**src/rtl/mem_port_arbiter.sv**
```systemverilog
// Round-robin arbiter sharing one single-port memory between the fetch (IF) and
// load/store (MEM) stages through a variable-latency request/ack handshake.
module mem_port_arbiter #(
    parameter int ADDR_W = 32,
    parameter int DATA_W = 32
) (
    input  logic                clk,
    input  logic                rst,
    input  logic                if_req,
    input  logic [ADDR_W-1:0]   if_addr,
    output logic [DATA_W-1:0]   if_rdata,
    output logic                if_valid,
    input  logic                d_req,
    input  logic                d_we,
    input  logic [ADDR_W-1:0]   d_addr,
    input  logic [DATA_W-1:0]   d_wdata,
    input  logic [DATA_W/8-1:0] d_wstrb,
    output logic [DATA_W-1:0]   d_rdata,
    output logic                d_valid,
    output logic                mem_req,
    output logic                mem_we,
    output logic [ADDR_W-1:0]   mem_addr,
    output logic [DATA_W-1:0]   mem_wdata,
    output logic [DATA_W/8-1:0] mem_wstrb,
    input  logic [DATA_W-1:0]   mem_rdata,
    input  logic                mem_ack,
    output logic                stall_IF,
    output logic                stall_MEM,
    output logic                spurious_ack
);

    typedef enum logic [2:0] {IDLE, BUSY_I, BUSY_D, RESP_I, RESP_D} state_t;

    state_t state;
    logic   last_grant_d;   // 0 = instruction was granted last, 1 = data
    logic   grant_d;
    logic   grant_i;

    // Under contention the side that lost the previous tie wins this one.
    always_comb begin
        grant_d = d_req & (~if_req | ~last_grant_d);
        grant_i = if_req & ~grant_d;
    end

    assign stall_IF  = if_req & ~if_valid;
    assign stall_MEM = d_req & ~d_valid;

    always_ff @(posedge clk) begin
        if (rst) begin
            state        <= IDLE;
            last_grant_d <= 1'b0;
            mem_req      <= 1'b0;
            mem_we       <= 1'b0;
            mem_addr     <= '0;
            mem_wdata    <= '0;
            mem_wstrb    <= '0;
            if_valid     <= 1'b0;
            d_valid      <= 1'b0;
            if_rdata     <= '0;
            d_rdata      <= '0;
            spurious_ack <= 1'b0;
        end else begin
            if_valid <= 1'b0;
            d_valid  <= 1'b0;
            // mem_req is the registered handshake level, so any ack outside BUSY lands here
            if (mem_ack && !mem_req)
                spurious_ack <= 1'b1;
            case (state)
                IDLE: begin
                    if (grant_d) begin
                        mem_req   <= 1'b1;
                        mem_we    <= d_we;
                        mem_addr  <= d_addr;
                        mem_wdata <= d_wdata;
                        mem_wstrb <= d_wstrb;
                        state     <= BUSY_D;
                        if (if_req)
                            last_grant_d <= 1'b1;
                    end else if (grant_i) begin
                        mem_req   <= 1'b1;
                        mem_we    <= 1'b0;
                        mem_addr  <= if_addr;
                        mem_wdata <= '0;
                        mem_wstrb <= '0;
                        state     <= BUSY_I;
                        if (d_req)
                            last_grant_d <= 1'b0;
                    end
                end
                BUSY_I: begin
                    if (mem_ack) begin
                        mem_req  <= 1'b0;
                        if_rdata <= mem_rdata;
                        if_valid <= 1'b1;
                        state    <= RESP_I;
                    end
                end
                BUSY_D: begin
                    if (mem_ack) begin
                        mem_req <= 1'b0;
                        d_rdata <= mem_rdata;
                        d_valid <= 1'b1;
                        state   <= RESP_D;
                    end
                end
                // Requests are ignored here so a still-held request is not serviced twice.
                RESP_I, RESP_D: state <= IDLE;
                default:        state <= IDLE;
            endcase
        end
    end

endmodule
```
**config.mk**
```make
export PLATFORM = sky130hd
export DESIGN_NAME = mem_port_arbiter
export DESIGN_NICKNAME = d
export VERILOG_FILES = /design/src/rtl/mem_port_arbiter.sv
export SDC_FILE = /design/constraint.sdc
export NUM_CORES = 1
export LEC_CHECK = 0
export ABC_AREA = 1
export ABC_CLOCK_PERIOD_IN_PS = 1400
export CAP_MARGIN = 20
export CORE_UTILIZATION = 40
export CTS_CLUSTER_DIAMETER = 80
export DETAILED_ROUTE_END_ITERATION = 10
export PLACE_DENSITY = 0.83
export SKIP_LAST_GASP = 1
export SLEW_MARGIN = 20
export SYNTH_ARGS = -nofsm -noshare
export SYNTH_HDL_FRONTEND = slang
export SYNTH_SLANG_ARGS = --single-unit
```
**constraint.sdc**
```tcl
create_clock -name clk -period 1.4 [get_ports clk]
set_input_delay 0.14 -clock clk [delete_from_list [all_inputs] [get_ports clk]]
set_output_delay 0.14 -clock clk [all_outputs]
set_load 0.02 [all_outputs]
```
* Yosys cells after proc, flatten, opt, wreduce, memory -nomap -nowiden *
Index checks and enable logic that the tools add are counted.
Widths: inputs -> output; s select.

storage, ports and cells
  latch bits = 0
  memories = 0
  input bits = 138
  memory bits (writable) = 0
  word-level logic and storage cells = 68
  memory bits (read-only) = 0
  register bits after elaboration = 141
  output and inout port bits = 139

operators by class
  equality and inequality tests = 7
  multiplexer cells = 22
  reduce and logical (&&, ||, !) cells = 15
  $add $sub $neg = 0
  divide/modulo/power cells = 0
  bitwise gates (word level) = 12
  $mul = 0
  order comparisons = 0
  shift operators = 0

operators by type and width
  kind                count
  $mux 32             4
  $mux 3              4
  $mux 1              10
  $pmux 3 s3          1
  $mux 4              2
  $not 1->1           7
  $ne 2x2->1 const B  3
  $reduce_and 2->1    3
  $reduce_and 3->1    2
  $reduce_bool 2->1   3
  $reduce_or 2->1     3
  $and 1x1->1         4
  $reduce_and 4->1    1
  $eq 3x1->1 const B  1
  $eq 3x2->1 const B  1
  $logic_not 3->1     1
  $ne 3x3->1 const B  1
  $ne 2x1->1 const B  1
  $pmux 1 s2          1
  $logic_and 1x1->1   1
  $logic_not 1->1     1
  $or 1x1->1          1

* Longest topological paths before layout *
  word-level depth = 8
  mapped depth = 8
  depth with buffers taken out = 7

* Worst setup path after synthesis *
Ideal clock, no wire load.

  kind = register -> register
  start = register state[0]
  end = register if_rdata[10]
  clock period less this slack = 1.233 ns
  required time = 1.284 ns
  library setup time = 0.116 ns
  data arrival time = 1.117 ns
  cell stages (with the launch flop) = 9
  path slack = 0.167 ns
  path buffers = 1
  cell sequence = dfxtp_1 > inv_1 > nor2_1 > nand2_2 > nor2_4 > inv_2 > buf_4 > nor2_1 > nor2_1

on the way
  cells in the longest elaborated chain, start to end = 2

RTL lines
  item                        RTL line  RTL
  start: declaration          34        state_t state;
  start signal: assignment    50        state <= IDLE;
  start signal: assignment    76        state <= BUSY_D;
  start signal: assignment    85        state <= BUSY_I;
  $eq 3x1->1                  68        case (state)
  $reduce_and 2->1 (no line)  --
  end signal: assignment      93        if_rdata <= mem_rdata;
  end: declaration            11        output logic [DATA_W-1:0] if_rdata,

Every way passes these cells.
A chain may end at the register's enable or synchronous reset.

* Worst setup path after layout *
  start = register state[0]
  end = register mem_wdata[10]

on the way
  cells in the longest elaborated chain, start to end = 2

RTL lines
  item                        RTL line  RTL
  $logic_not 3->1             68
  $reduce_and 2->1 (no line)  --
  end signal: assignment      74        mem_wdata <= d_wdata;
  end: declaration            23        output logic [DATA_W-1:0] mem_wdata,

Every way passes these cells.

==> run summary <==
outcome: completed
clk root buf: clkbuf_16
Clock Skews: 0.00789 ns
Antenna Diode Count: 0
final hold vios: 0
CP bufs+invs: 2
CP Launch Type: flip-flop
largest net degree at the start of global routing: 75
first-pass GRT wire length: 26300 um
TritonCTS clock tree: done
delay-heaviest family, CP: simple AND/OR/NAND/NOR gates
P per Cell Area: 1760 nW/um2
CP endpoint kind: flip-flop
Core Footprint: 13200 um2
Tot Pwr: 15.7 mW
final net count: 1147
via count: 5684
pre-CTS setup slack: -0.306 ns
Max Cap Viol: 0
Crit-path slowest cell: dfxtp_2
Tightest Pin Transition: 0.346 ns
min-delay worst type: input port to flip-flop
Rows: 42
non-filler instance count after layout: 1198
WL final: 16900 um
mapped cell area: 5410 um2
Routed WL per cell: 14.1 um
I/O pin total: 277
Fmax achieved: 772 MHz
number of DRC markers in iteration 0: 342
PortBufs: 276
CTS H-tree depth: 4
CP peak stage delay: 0.33 ns
peak supply drop: 1.15 mV
first-pass detailed-route iteration total: 4
Syn Nets: 872
Area Overhead vs Synth: 65.2%
hpwl dp: 11800 um
final setup vio count: 0
Arr. time, crit path: 1.59 ns
Tot GR Track Use: 0.239
max-slew violation count: 0
worst path cell trace: nor2_4, nand2_4, nor2_8, inv_4, clkbuf_16, nand2_1, a21oi_1
Seq/Total Area, Yosys: 0.522
min Tclk post-route: 1.29 ns
Overflow after GRT: 0
via/cell ratio: 4.74
Clock transition at path regs: 0.06 ns
yosys synthesis warning count: 0
dominant cells by area after synthesis: dfxtp_1 52%, nand2_1 17%, a21oi_1 9.5%
fraction of layout instances using a drive strength above 1: 0.0734
Starting Density: 0.410
Gate Count Post-Synth: 734
Pleak: 4.23 nW
CP Max Fanout: 19
synthesized area per cell: 7.37 um2
Placer Congestion: 0.812
full die area: 14000 um2
CTS sink cnt: 141
max_slew headroom: 0.769
final worst path period share: 0.925
Remaining DRCs: 0
initial antenna violation count: 0
Crit Path Category: flip-flop to flip-flop
die height: 118 um
Yosys cell types: 22
Chip Width: 118 um
Clk Latency, worst-skew pair: 0.42 ns
synthesized flop and latch total: 141
worst endpoint required time: 1.69 ns
CTS Buf Count: 17
area fraction of the dominant cell type after synthesis: 0.522
worst setup slack after layout: 0.105 ns
Antenna Nets Post-Route: 0
vias in the first global route: 5374
Max clock buf depth: 2
Yosys top cell by area: dfxtp_1
Placed Cells: 1165
[power by group]
group | internal [mW] | switching [mW]
clock | 2.86 | 1.74
combinational | 2.31 | 3.50
sequential | 4.88 | 0.413
total | 10.0 | 5.66
[what timing repair did]
| action | CTS | global route |
|---|---|---|
| hold buffers | 0 | 0 |
| cloned | 0 | 1 |
| buffers inserted | 0 | 0 |
| resized for setup | 141 | 7 |
| endpoints found under the setup margin | 159 | 58 |
| hold endpoints to repair | 0 | 0 |
| pin swaps | 0 | 1 |
[layout make-up]
| type | instances | area, um2 |
|---|---|---|
| fillers | 1136 | 4250 |
| repair buffers | 303 | 2940 |
| flip-flops and latches | 141 | 2820 |
| multi-input cells | 504 | 2190 |
| clock buffers | 19 | 443 |
| well taps | 176 | 220 |
| clock inverters | 13 | 163 |
| inverters | 42 | 160 |
[state kept, by name, indices dropped and copies added, names as in the netlist]
signal and count:
d_valid 1, if_rdata 32, mem_req 1, mem_wstrb 4
mem_addr 32, if_valid 1, state 3, last_grant_d 1
mem_we 1, mem_wdata 32, d_rdata 32, spurious_ack 1
[cells in the mapped netlist]
master / number
nand3_1: 9
and3_1: 1
nor2_1: 76
buf_4: 7
o21a_1: 1
buf_2: 20
dfxtp_1: 141
buf_6: 2
nor2_4: 3
nand2_1: 240
nand2_2: 1
clkbuf_4: 1
inv_1: 38
clkbuf_2: 1
inv_2: 4
nor2_8: 1
o21ai_0: 62
nand2_4: 2
clkbuf_1: 16
o21ai_1: 4
a21oi_1: 103
nor2_2: 1
[worst reg2reg max path: cells and delay by family (launching register included)]
family | cells | cell delay [ns]
compound gates | 1 | 0.06
buf+inv | 2 | 0.27
simple gates | 4 | 0.51
flops | 1 | 0.33
[per-layer routing]
metal / vias up / wire length, um / track usage
li1: 2877 / - / -
met1: 2557 / 6880 / 0.262
met2: 230 / 8090 / 0.410
met3: 20 / 1670 / 0.100
met4: 0 / 255 / 0.0857
met5: - / 0 / 0
[worst paths after layout]
kind                                              start  slack, ns                    endpoint  depth (start not counted)
worst max-delay path              state[0]$_SDFFE_PP0P_       0.11  mem_wdata[10]$_SDFFE_PP0P_                          7
worst min register to register  d_rdata[1]$_SDFFE_PP0P_       0.44     d_rdata[1]$_SDFFE_PP0P_                          2
worst min-delay path                                rst       0.23  mem_wdata[14]$_SDFFE_PP0P_                          3
worst max register to register    state[0]$_SDFFE_PP0P_       0.11  mem_wdata[10]$_SDFFE_PP0P_                          7
[cell usage in the layout (no fill, tap or decap), drive strengths merged, types with 9 or more instances in the layout]
| cell type | count |
|---|---|
| inv | 45 |
| nor2 | 81 |
| nand2 | 243 |
| clkdlybuf4s50 | 136 |
| dfxtp | 141 |
| nand3 | 9 |
| o21ai | 66 |
| clkbuf | 20 |
| a21oi | 103 |
| dlygate4sd2 | 139 |
| buf | 27 |
[through the flow]
| step | hold WS, ns | TNS, ns | area [um2] | util |
|---|---|---|---|---|
| 6_report | 0.233 | 0 | 8940 | 0.677 |
| 4_1_cts | 0.216 | 0 | 8890 | 0.674 |
| 2_1_floorplan | 0.275 | 0 | 5410 | - |
| 5_1_grt | 0.235 | -0.00163 | 8940 | 0.677 |
| 3_5_place_dp | 0.436 | -16.12 | 8450 | 0.641 |
| 3_3_place_gp | 0.430 | -12.90 | 8450 | 0.641 |
[cell families after synthesis]
logic type,synth area share
flops,0.522
buf+inv,0.0750
simple gates,0.245
compound gates,0.158
Power figures use the tool's default switching activity.
